<file path="config.mk">
export PLATFORM = sky130hd
export DESIGN_NAME = muldiv_unit
export DESIGN_NICKNAME = d
export VERILOG_FILES = /design/src/rtl/muldiv_pkg.sv /design/src/rtl/muldiv_unit_cond_negate.sv /design/src/rtl/muldiv_unit.sv
export SDC_FILE = /design/constraint.sdc
export NUM_CORES = 1
export LEC_CHECK = 0
export ABC_AREA = 1
export BUFFER_PORTS_ARGS = -buffer_cell sky130_fd_sc_hd__buf_2
export CORE_MARGIN = 2
export CORE_UTILIZATION = 30
export CTS_CLUSTER_SIZE = 16
export DETAILED_ROUTE_END_ITERATION = 12
export PLACE_DENSITY = 0.43
export RECOVER_POWER = 50
export SKIP_CTS_REPAIR_TIMING = 1
export SLEW_MARGIN = 30
export SYNTH_ARGS = -nofsm -noshare
export SYNTH_HDL_FRONTEND = slang
export SYNTH_SLANG_ARGS = --single-unit
</file>
<file path="constraint.sdc">
create_clock -name clk -period 15.5 [get_ports clk]
set_input_delay 1.55 -clock clk [delete_from_list [all_inputs] [get_ports clk]]
set_output_delay 1.55 -clock clk [all_outputs]
set_load 0.05 [all_outputs]
</file>
<file path="src/rtl/muldiv_pkg.sv">
// Shared types for the iterative multiply/divide unit: operation encoding and FSM states.
package muldiv_pkg;

    typedef enum logic [1:0] {
        MULTU = 2'b00,
        MULT  = 2'b01,
        DIVU  = 2'b10,
        DIV   = 2'b11
    } muldiv_op_t;

    typedef enum logic [1:0] {
        IDLE = 2'b00,
        RUN  = 2'b01,
        FIN  = 2'b10
    } muldiv_state_t;

endpackage

</file>
<file path="src/rtl/muldiv_unit_cond_negate.sv">
// Combinational two's-complement negate of d when en is high, pass-through otherwise.
module cond_negate #(
    parameter int N = 32
) (
    input  logic         en,
    input  logic [N-1:0] d,
    output logic [N-1:0] q
);

    assign q = en ? (~d + N'(1)) : d;

endmodule

</file>
<file path="src/rtl/muldiv_unit.sv">
// Iterative MULT/MULTU/DIV/DIVU unit with architectural HI/LO registers and MTHI/MTLO writes.
// Iteration runs on unsigned magnitudes; signs are re-applied in FIN.
module muldiv_unit
    import muldiv_pkg::*;
#(
    parameter int WIDTH = 32
) (
    input  logic             clk,
    input  logic             reset,
    input  logic             start,
    input  logic [1:0]       op,
    input  logic [WIDTH-1:0] a,
    input  logic [WIDTH-1:0] b,
    input  logic             hi_we,
    input  logic             lo_we,
    input  logic [WIDTH-1:0] wd,
    output logic             busy,
    output logic             done,
    output logic [WIDTH-1:0] hi,
    output logic [WIDTH-1:0] lo,
    output muldiv_state_t    state_dbg
);

    // Handshake: start is accepted only in IDLE (never queued); busy is high from the
    // accept edge until the FIN edge; done pulses for the one cycle after FIN, when
    // hi/lo already hold the result and a new start may be accepted.

    localparam int CNT_W = $clog2(WIDTH);

    muldiv_state_t      state;
    muldiv_op_t         op_r;
    logic [CNT_W-1:0]   cnt;
    logic [2*WIDTH-1:0] acc;
    logic [WIDTH-1:0]   mag_b_r;
    logic               sign_a;
    logic               sign_b;
    logic               div_zero;

    logic [WIDTH-1:0]   mag_a;
    logic [WIDTH-1:0]   mag_b;
    logic               is_div;
    logic [WIDTH:0]     mul_sum;
    logic [WIDTH:0]     div_cand;
    logic               div_ge;
    logic [WIDTH-1:0]   rem_next;
    logic [2*WIDTH-1:0] mul_next;
    logic [2*WIDTH-1:0] div_next;
    logic [2*WIDTH-1:0] prod_fix;
    logic [WIDTH-1:0]   quo_fix;
    logic [WIDTH-1:0]   rem_fix;

    cond_negate #(.N(WIDTH)) u_neg_a (.en(op[0] & a[WIDTH-1]), .d(a), .q(mag_a));
    cond_negate #(.N(WIDTH)) u_neg_b (.en(op[0] & b[WIDTH-1]), .d(b), .q(mag_b));

    cond_negate #(.N(2*WIDTH)) u_neg_prod (.en(sign_a ^ sign_b), .d(acc), .q(prod_fix));
    cond_negate #(.N(WIDTH)) u_neg_quo (.en(sign_a ^ sign_b), .d(acc[WIDTH-1:0]), .q(quo_fix));
    cond_negate #(.N(WIDTH)) u_neg_rem (.en(sign_a), .d(acc[2*WIDTH-1:WIDTH]), .q(rem_fix));

    assign is_div = (op_r == DIVU) || (op_r == DIV);

    // Multiply: acc = {partial product, remaining multiplier bits}, shift right each step.
    assign mul_sum  = {1'b0, acc[2*WIDTH-1:WIDTH]} + {1'b0, (acc[0] ? mag_b_r : {WIDTH{1'b0}})};
    assign mul_next = {mul_sum, acc[WIDTH-1:1]};

    // Divide: acc = {partial remainder, dividend bits shifting out / quotient bits shifting in}.
    assign div_cand = {acc[2*WIDTH-1:WIDTH], acc[WIDTH-1]};
    assign div_ge   = (div_cand >= {1'b0, mag_b_r});
    assign rem_next = div_ge ? (div_cand[WIDTH-1:0] - mag_b_r) : div_cand[WIDTH-1:0];
    assign div_next = {rem_next, acc[WIDTH-2:0], div_ge};

    assign state_dbg = state;

    always_ff @(posedge clk or posedge reset) begin
        if (reset) begin
            state    <= IDLE;
            op_r     <= MULTU;
            cnt      <= '0;
            acc      <= '0;
            mag_b_r  <= '0;
            sign_a   <= 1'b0;
            sign_b   <= 1'b0;
            div_zero <= 1'b0;
            hi       <= '0;
            lo       <= '0;
            busy     <= 1'b0;
            done     <= 1'b0;
        end else begin
            done <= 1'b0;
            case (state)
                IDLE: begin
                    if (hi_we) hi <= wd;
                    if (lo_we) lo <= wd;
                    if (start) begin
                        state    <= RUN;
                        busy     <= 1'b1;
                        op_r     <= muldiv_op_t'(op);
                        cnt      <= CNT_W'(WIDTH - 1);
                        acc      <= {{WIDTH{1'b0}}, mag_a};
                        mag_b_r  <= mag_b;
                        sign_a   <= op[0] & a[WIDTH-1];
                        sign_b   <= op[0] & b[WIDTH-1];
                        div_zero <= (b == '0);
                    end
                end
                RUN: begin
                    acc <= is_div ? div_next : mul_next;
                    if (cnt == '0) state <= FIN;
                    else cnt <= cnt - CNT_W'(1);
                end
                FIN: begin
                    state <= IDLE;
                    busy  <= 1'b0;
                    done  <= 1'b1;
                    if (is_div) begin
                        // Divide by zero leaves quotient all ones regardless of sign.
                        lo <= div_zero ? {WIDTH{1'b1}} : quo_fix;
                        hi <= rem_fix;
                    end else begin
                        {hi, lo} <= prod_fix;
                    end
                end
                default: state <= IDLE;
            endcase
        end
    end

endmodule

</file>
# Word level (Yosys, flattened, before mapping)
# Cells that the tools add are included.
# W data, S select, Z words.
dict set report totals {
  reg_bits 174
  out_inout_bits 68
}
dict set report op_classes {
  bitwise 8
  eq_ne 9
  add_sub_neg 8
  n_reduce_logical 13
  mux 26
  order_cmp 1
}
# cell count
set op_table {}
lappend op_table {{$mux W32} 11}
lappend op_table {{$mux W64} 3}
lappend op_table {{$add A32 B1 Y32 const B} 4}
lappend op_table {{$not A32 Y32} 4}
lappend op_table {{$pmux W32 S2} 2}
lappend op_table {{$pmux W64 S2} 1}
lappend op_table {{$add A64 B1 Y64 const B} 1}
lappend op_table {{$not A64 Y64} 1}
lappend op_table {{$add A32 B32 Y33} 1}
lappend op_table {{$ge A33 B32 Y1} 1}
lappend op_table {{$logic_not A32 Y1} 1}
lappend op_table {{$sub A32 B32 Y32} 1}
lappend op_table {{$reduce_and A2 Y1} 6}
lappend op_table {{$mux W5} 2}
lappend op_table {{$ne A2 B2 Y1 const B} 5}
lappend op_table {{$pmux W5 S2} 1}
lappend op_table {{$eq A2 B2 Y1 const B} 3}
lappend op_table {{$logic_not A5 Y1} 1}
lappend op_table {{$sub A5 B1 Y5 const B} 1}
lappend op_table {{$mux W2} 2}
lappend op_table {{$pmux W2 S2} 1}
lappend op_table {{$reduce_bool A2 Y1} 2}
lappend op_table {{$reduce_and A3 Y1} 1}
lappend op_table {{$and A1 B1 Y1} 2}
lappend op_table {{other kinds (6)} 7}

# Logic depth before layout (Yosys ltp)
# Gate-level depths: netlist of run 1.
dict set report depth {
  word_depth 6
  mapped_depth 20
  depth_no_buf 18
}

# By module
# A second synthesis of run 1 with hierarchy kept.
dict set report hier_totals {
  hier_cells 3531
  area_unflattened_um2 20368.3
}
# mod area_each_um2 instances cells_per_inst seq_area_each_um2
set modules_own_cells {}
lappend modules_own_cells {muldiv_unit 13571.8 1 2137 4329.2}
lappend modules_own_cells {{cond_negate (u_neg_a ...)} 1108.6 4 227 0.0}
lappend modules_own_cells {{cond_negate (u_neg_prod)} 2362.3 1 486 0.0}

# Worst setup path before layout of run 1
# OpenSTA, ideal clock, no wires.
dict set report synth_timing {
  path_type {input -> register}
  startpoint {input b[1]}
  endpoint {register mag_b_r[20]}
  t_arrival_ns 2.840
  path_slack_ns 12.530
  stages 10
  setup_ns 0.130
  cell_sequence {inv_1 ha_1 nand3_1 nor2_1 nand4_1 nand3b_1 o21ai_0 nand2_1 nand3_1 o21ai_0}
}
dict set report synth_between {
  elab_chain_cells 3
}
# element line_no
set synth_lines {}
lappend synth_lines {{from (decl)} muldiv_unit.sv:13} ;# input logic [WIDTH-1:0] b,
lappend synth_lines {{$not A32 Y32} muldiv_unit_cond_negate.sv:10} ;# assign q = en ? (~d + N'(1)) : d;
lappend synth_lines {{$add A32 B1 Y32} muldiv_unit_cond_negate.sv:10}
lappend synth_lines {{$mux W32} muldiv_unit_cond_negate.sv:10}
lappend synth_lines {{to (signal assigned)} muldiv_unit.sv:99} ;# mag_b_r <= mag_b;
lappend synth_lines {{to (decl)} muldiv_unit.sv:34} ;# logic [WIDTH-1:0] mag_b_r;
# No other way between the ends.
# A chain may end at the register's enable or synchronous reset.

==> key figures, run 1 <==
Routing
  • 1st-pass router iterations: 6
  • Final ANT Viol Nets: 0
  • Drt total wl: 81200 um
  • Initial DRC Count: 1793
  • Via Count: 19803
  • Via density: 5.15
  • DR WL/cell: 21.1 um
  • DRC: 0

Clock tree
  • CTS buffer count: 17
  • CTS tree: built
  • Clk_lat worst skew: 0.50 ns
  • Root buf cell: clkbuf_16
  • Clock sink count: 173
  • Clk slew on worst S/H paths: 0.07 ns
  • CTS H-tree lvls: 4
  • Max clock buf depth: 2

Logic synthesis
  • Xor-xnor portion of the synthesized cell area: 0.0262
  • Post-synthesis mux area share: 0
  • Syn_area_per_cell: 5.87 sq um
  • Share of the synthesized area in the top cell type: 0.250
  • Register bit total from synthesis: 173
  • Synthesized net count: 3133
  • Mapped Area: 0.0174 sq mm
  • Largest area contributor in the netlist: dfrtp_1
  • Largest family of logic cells by synthesized area: simple AND/OR/NAND/NOR gates
  • Share of flip-flops with an asynchronous set or reset: 1.00
  • Seq/Total Area, Yosys: 0.250
  • Number of synthesized flops with an enable pin: 0
  • Mapped Cells: 2958
  • Most instantiated cells after synthesis: nand2_1 (856), nor2_1 (418), inv_1 (375)
  • Synth unique cells: 47
  • Compound-Gate Fraction of Synth Area: 0.159
  • Top post-synthesis cells by area: dfrtp_1 (25%), nand2_1 (19%), nor2_1 (9.0%), inv_1 (8.1%), nand3_1 (7.4%)
  • Most frequently used flop master after synthesis: dfrtp_1
  • Synth Warn #: 0
  • Adder-Cell Fraction of Synth Area: 0.0528
  • Top-count cell post-synth: nand2_1
  • Synth Area in Simple Gates: 0.405

Floorplanning
  • Initial Util: 0.302
  • Die Wd: 244 um
  • Top Ports: 171
  • Chip Height: 244 um
  • Row count: 88
  • Core Box Area: 0.0575 sq mm
  • Die ar.: 0.0598 sq mm

Setup path
  • Reg-to-reg setup timing slack: 10.14 ns
  • Endpoint class of the critical path: async pin
  • WS Path Type: input port to async pin
  • CP arrival: 6.79 ns
  • Critical Path Start Type: input port
  • Critical Path RT: 16.01 ns
  • CP Max Fanout: 66

Global route
  • Overall routing resource usage: 0.269
  • GRT overflow: 0
  • Antenna violations before repair: 0
  • Global-route wire length before repair: 120000 um
  • Largest net degree at the start of global routing: 117
  • Vias in the first global route: 18501

Timing
  • Final slew viol count: 318
  • Final Skew: 0.0143 ns
  • Unrepaired setup endpoints after global routing: no
  • Period utilization: 0.406
  • Final hold slack: 0.504 ns
  • Max Fclk: 159 MHz
  • Final setup viols: 0
  • Final WS setup: 9.21 ns
  • Tmin final: 6.29 ns
  • Tightest Pin Transition: 3.67 ns
  • Sum Neg Setup Slack: 0 ns
  • Final Hold Vio Count: 0
  • Max-slew headroom: -1.45

Layout
  • ANT cells: 0
  • Final instance area: 0.0194 sq mm
  • Footprint of the multi-input gates: 0.0112 sq mm
  • Area Growth Syn to Fin: 12.0%
  • Final cell count without fillers: 3848
  • NumNets Final: 3246
  • Share of cells above drive strength 1: 0.0694
  • Storage element area: 0.00433 sq mm
  • Fillcell total: 6609

Placed design
  • Area after DPL: 0.0189 sq mm
  • Port bufs: 170
  • DP HPWL: 66400 um
  • Place WS: 10.80 ns
  • Placed insts: 3816
  • GPL Wtd Cong: 0.961

Run
  • Max-cap violations: 6

Worst hold path
  • Hold WC Path Type: register to register

Power and ir drop
  • Part of the power in registers: 0.196
  • Sw power: 0.00332 W
  • Worst vdd ir: 0.115 mV
  • Leakage Power: 9.46 nW
  • Internal: 0.00207 W
  • Cell Pwr Density: 277 mW/mm^2
  • Combinational power share: 0.714
  • Sw Ratio: 0.616
  • Clock power share: 0.090

Outcome
  • Status: finished with violations
  • Failing checks: max-capacitance violations, max-slew violations
==> layer usage <==
metal	global-route usage	vias to the layer above	share of wire
li1	-	9821	-
met4	0.0624	0	0.019
met1	0.394	9269	0.48
met5	0	-	0
met2	0.409	647	0.43
met3	0.0463	66	0.065
==> cells by family (layout without fill, tap and decap cells) <==
group	Yosys count	in the layout
buffers and inverters	477	602
AOI/OAI and AO/OA	513	513
xor gates and xnor gates	52	52
adders and majority gates	72	72
and+or+nand+nor	1671	1671
DFF	173	173
==> final timing paths <==
kind,endpoint,start,depth (start not counted)
setup / recovery,acc[7]$_DFFE_PP0P_,reset,4
hold / removal,cnt[4]$_DFFE_PP0P_,cnt[4]$_DFFE_PP0P_,2
setup reg to reg,hi[21]$_DFFE_PP0P_,state_dbg[1]$_DFFE_PP0P_,7
hold reg to reg,cnt[4]$_DFFE_PP0P_,cnt[4]$_DFFE_PP0P_,2
max in group clk,hi[21]$_DFFE_PP0P_,state_dbg[1]$_DFFE_PP0P_,7
min in group asynchronous,acc[63]$_DFFE_PP0P_,reset,2
==> area by class of cell <==
| cell class | instances | share of cell area |
|---|---|---|
| clock buffers | 18 | 0.0226 |
| clock inverters | 13 | 0.00921 |
| inverters | 383 | 0.0744 |
| multi-input cells | 2308 | 0.575 |
| flip-flops and latches | 173 | 0.223 |
| well taps | 765 | 0.0492 |
| repair buffers | 188 | 0.0465 |
==> cell usage in the layout, fill, tap and decap left out, types with 17 or more instances in the layout <==
cell type	count
ha_1	70
xor2_1	35
inv_1	371
dfrtp_1	172
clkbuf_16	17
a31oi_1	41
nand3_1	256
nand3b_1	19
clkbuf_1	59
nor3_1	27
nand4_1	48
o21ai_0	196
xnor2_1	17
nand2_1	856
nor2_1	417
a21oi_1	209
buf_2	114
==> worst max-delay path: stages <==
cell	delay (ns)
buf_2	0.10
clkinvlp_2	1.39
clkbuf_1	2.66
buf_4	0.97
==> power by group through the flow <==
stage / registers (W) / clock network, W / logic [W]
detailed placement: 0.00105 / 0 / 0.00382
CTS: 0.00104 / 0.000496 / 0.00383
global route: 0.00108 / 0.000510 / 0.00427
global placement: 0.00105 / 0 / 0.00380
finish: 0.00105 / 0.000483 / 0.00384
floorplan: 0.00114 / 0 / 0.00247
==> registers in the layout, indices dropped and copies added, names as in the netlist <==
signal / cells
lo: 32
hi: 32
done: 1
acc: 64
div_zero: 1
op_r: 1
mag_b_r: 32
state_dbg: 2
sign_b: 1
cnt: 5
busy: 1
sign_a: 1
==> stage by stage <==
step	power, W	util
after floorplan	0.00361	-
after global placement	0.00484	0.329
after detailed placement	0.00487	0.329
after CTS	0.00537	0.340
after global routing	0.00586	0.338
final	0.00538	0.338
(Power assumes the default switching activity.)
==> inputs of run 2 (changes only) <==
--- a/config.mk
+++ b/config.mk
@@ -11,7 +11,7 @@
 export CORE_UTILIZATION = 30
 export CTS_CLUSTER_SIZE = 16
 export DETAILED_ROUTE_END_ITERATION = 12
-export PLACE_DENSITY = 0.43
+export PLACE_DENSITY = 0.45
 export RECOVER_POWER = 50
 export SKIP_CTS_REPAIR_TIMING = 1
 export SLEW_MARGIN = 30
==> constraint.sdc (replaced) <==
create_clock -name clk -period 5.3 [get_ports clk]
set_input_delay 0.53 -clock clk [delete_from_list [all_inputs] [get_ports clk]]
set_output_delay 0.53 -clock clk [all_outputs]
set_load 0.05 [all_outputs]
==> run 2 against run 1 <==
Net effect:
- the run still ends with max-capacitance violations, max-slew violations left
- via count down 1.1%
- register-to-register slack worse by 8.2 ns
- critical path depth increased by 12
- cell area increased by 0.15%
- die area is the same
- largest cell class unchanged
- total power rose to 2.9 times the previous value
- largest power group unchanged
- sequential share of layout area hardly changed
- clock power grew to 2.7 times the previous value
- cell count about the same
==> key figures, run 2 (synthesis gave the netlist of run 1 again) <==
Outcome
  • Status: finished with violations
  • Failing checks: max-capacitance violations, max-slew violations

Floorplanning
  • Initial Util: 0.302 (unchanged)
  • Core Box Area: 0.0575 sq mm (unchanged)
  • Chip Height: 244 um (unchanged)
  • Die Wd: 244 um (unchanged)
  • Top Ports: 171 (unchanged)
  • Die ar.: 0.0598 sq mm (unchanged)
  • Row count: 88 (unchanged)

Routing
  • DRC: 0 (unchanged)
  • Via Count: 19590 (-1.1%)
  • Via density: 5.09 (-1.2%)
  • Final ANT Viol Nets: 0 (unchanged)
  • Initial DRC Count: 1284 (-28%)
  • DR WL/cell: 20.3 um (-3.7%)
  • 1st-pass router iterations: 6 (unchanged)
  • Drt total wl: 78200 um (-3.6%)

Clock tree
  • Root buf cell: clkbuf_16
  • CTS tree: built
  • Max clock buf depth: 2 (unchanged)
  • Clk_lat worst skew: 0.51 ns (about the same)
  • Clk slew on worst S/H paths: 0.08 ns (about the same)
  • Clock sink count: 173 (unchanged)
  • CTS buffer count: 17 (unchanged)
  • CTS H-tree lvls: 4 (unchanged)

Layout
  • Commonest non-fill, non-tap cell in the layout: nand2_1
  • NumNets Final: 3247 (+0.031%)
  • Final instance area: 0.0195 sq mm (+0.15%)
  • Share of cells above drive strength 1: 0.0784 (+0.00903)
  • Most frequent cells in the layout: nand2_1 (856), nor2_1 (416), inv_1 (372)
  • Most flops, register: acc
  • Area Growth Syn to Fin: 12.2%
  • Final Core Density: 0.339 (+0.000501)
  • Largest register FFs: 64 (unchanged)

Setup path
  • Worst R2R Path Depth: 16 (+9)
  • Critical Path RT: 5.73 ns (-10.28 ns)
  • WS Path Type: register to register
  • R2R Path Start: acc[0]$_DFFE_PP0P_
  • CP arrival: 3.83 ns (-2.96 ns)
  • CP Max Fanout: 8 (-88%)
  • Endpoint class of the critical path: register
  • Critical Path Start Type: register
  • Worst setup startpoint: acc[0]$_DFFE_PP0P_

Timing
  • Final setup viols: 0 (unchanged)
  • Sum Neg Setup Slack: 0 ns (unchanged)
  • Final slew viol count: 66 (-79%)
  • Unrepaired setup endpoints after global routing: no
  • Tmin final: 3.39 ns
  • Max Fclk: 295 MHz
  • Final Skew: 0.0235 ns (+0.00915 ns)
  • Tightest Pin Transition: 3.15 ns (-0.525 ns)
  • Final Hold Vio Count: 0 (unchanged)
  • Max-slew headroom: -1.11 (+0.338)
  • Period utilization: 0.640

Power and ir drop
  • Cell Pwr Density: 791 mW/mm^2 (+190%)
  • Leakage Power: 9.51 nW (+0.54%)
  • Worst vdd ir: 0.292 mV (+150%)
  • Pwr Total: 0.0154 W (+190%)

Placed design
  • Area after DPL: 0.0189 sq mm (+0.13%)
  • GPL Wtd Cong: 0.969 (+0.88%)
  • DP HPWL: 64600 um (-2.7%)
  • Port bufs: 170 (unchanged)

Worst hold path
  • Hold Crit Start: b[31]
  • Hold path cells: 3 (+1)
  • Hold WC Path Type: input port to register

Global route
  • Global-route wire length before repair: 117000 um (-2.7%)
  • Vias in the first global route: 18602 (+0.55%)
  • Overall routing resource usage: 0.260 (-0.00940)
  • Largest net degree at the start of global routing: 109 (-6.8%)
  • Antenna violations before repair: 1 (+1)
  • GRT overflow: 0 (unchanged)

Run
  • Max-cap violations: 1 (-5)
## run 2: changes by cell type in the layout (fill, tap and decap cells not counted), moves of 2 or more
cell and delta:
buf_2 +22, buf_4 +3, bufinv_16 -3, clkbuf_1 -25, clkinv_8 +2, inv_6 +4
## run 2: metrics by stage
| step | instances | hold slack (ns) | setup slack (ns) |
|---|---|---|---|
| 2_1_floorplan | 2958 | 0.452 | 0.0815 |
| 3_3_place_gp | 3818 | 0.466 | 1.89 |
| 3_5_place_dp | 3818 | 0.458 | 1.93 |
| 4_1_cts | 3850 | 0.118 | 1.91 |
| 5_1_grt | 3851 | 0.310 | 1.66 |
| 6_report | 3851 | 0.301 | 1.91 |
## run 2: layout make-up
class	count	area [sq um]
Antenna cell	1	2.50
Sequential cell	173	4330
Clock buffer	17	425
Fill cell	6611	38000
Multi-Input combinational cell	2308	11200
Clock inverter	15	148
Timing Repair Buffer	189	963
Tap cell	765	957
Inverter	383	1450
## run 2: path summary, 6_finish.rpt
path,to,slack [ns]
min,mag_b_r[31]$_DFFE_PP0P_,0.30
min in group asynchronous,hi[28]$_DFFE_PP0P_,0.91
max in group asynchronous,op_r[1]$_DFFE_PP0P_,2.75
min reg2reg,busy$_DFFE_PP0P_,0.49
max,acc[59]$_DFFE_PP0P_,1.91
max reg2reg,acc[59]$_DFFE_PP0P_,1.91
## run 2: routing by layer
metal,track usage,routed length [um],vias to the layer above
met5,0,0,-
met4,0.101,2740,0
met3,0.0406,4690,89
met2,0.388,33100,639
met1,0.373,37700,9062
li1,-,-,9800
## run 2: critical path: stages, from the launching register on
cell and delay (ns):
dfrtp_1 0.65, nand2_1 0.10, inv_1 0.08, ha_1 0.20
inv_1 0.07, fa_1 0.43, o21ai_0 0.64, nand2_1 0.16
nand2_1 0.21, nand2_1 0.07, nand2_1 0.13, nand2_1 0.12
nand2_1 0.12, nand2_1 0.06, nand3_1 0.07, nand3_1 0.11
nand2_1 0.10
## run 2: power breakdown
part	internal, W	total [W]	leakage [nW]	switching (W)
registers	0.00200	0.00309	1.99	0.00109
clock network	0.000623	0.00131	0.271	0.000686
logic	0.00329	0.0110	7.25	0.00771
total	0.00592	0.0154	9.51	0.00949
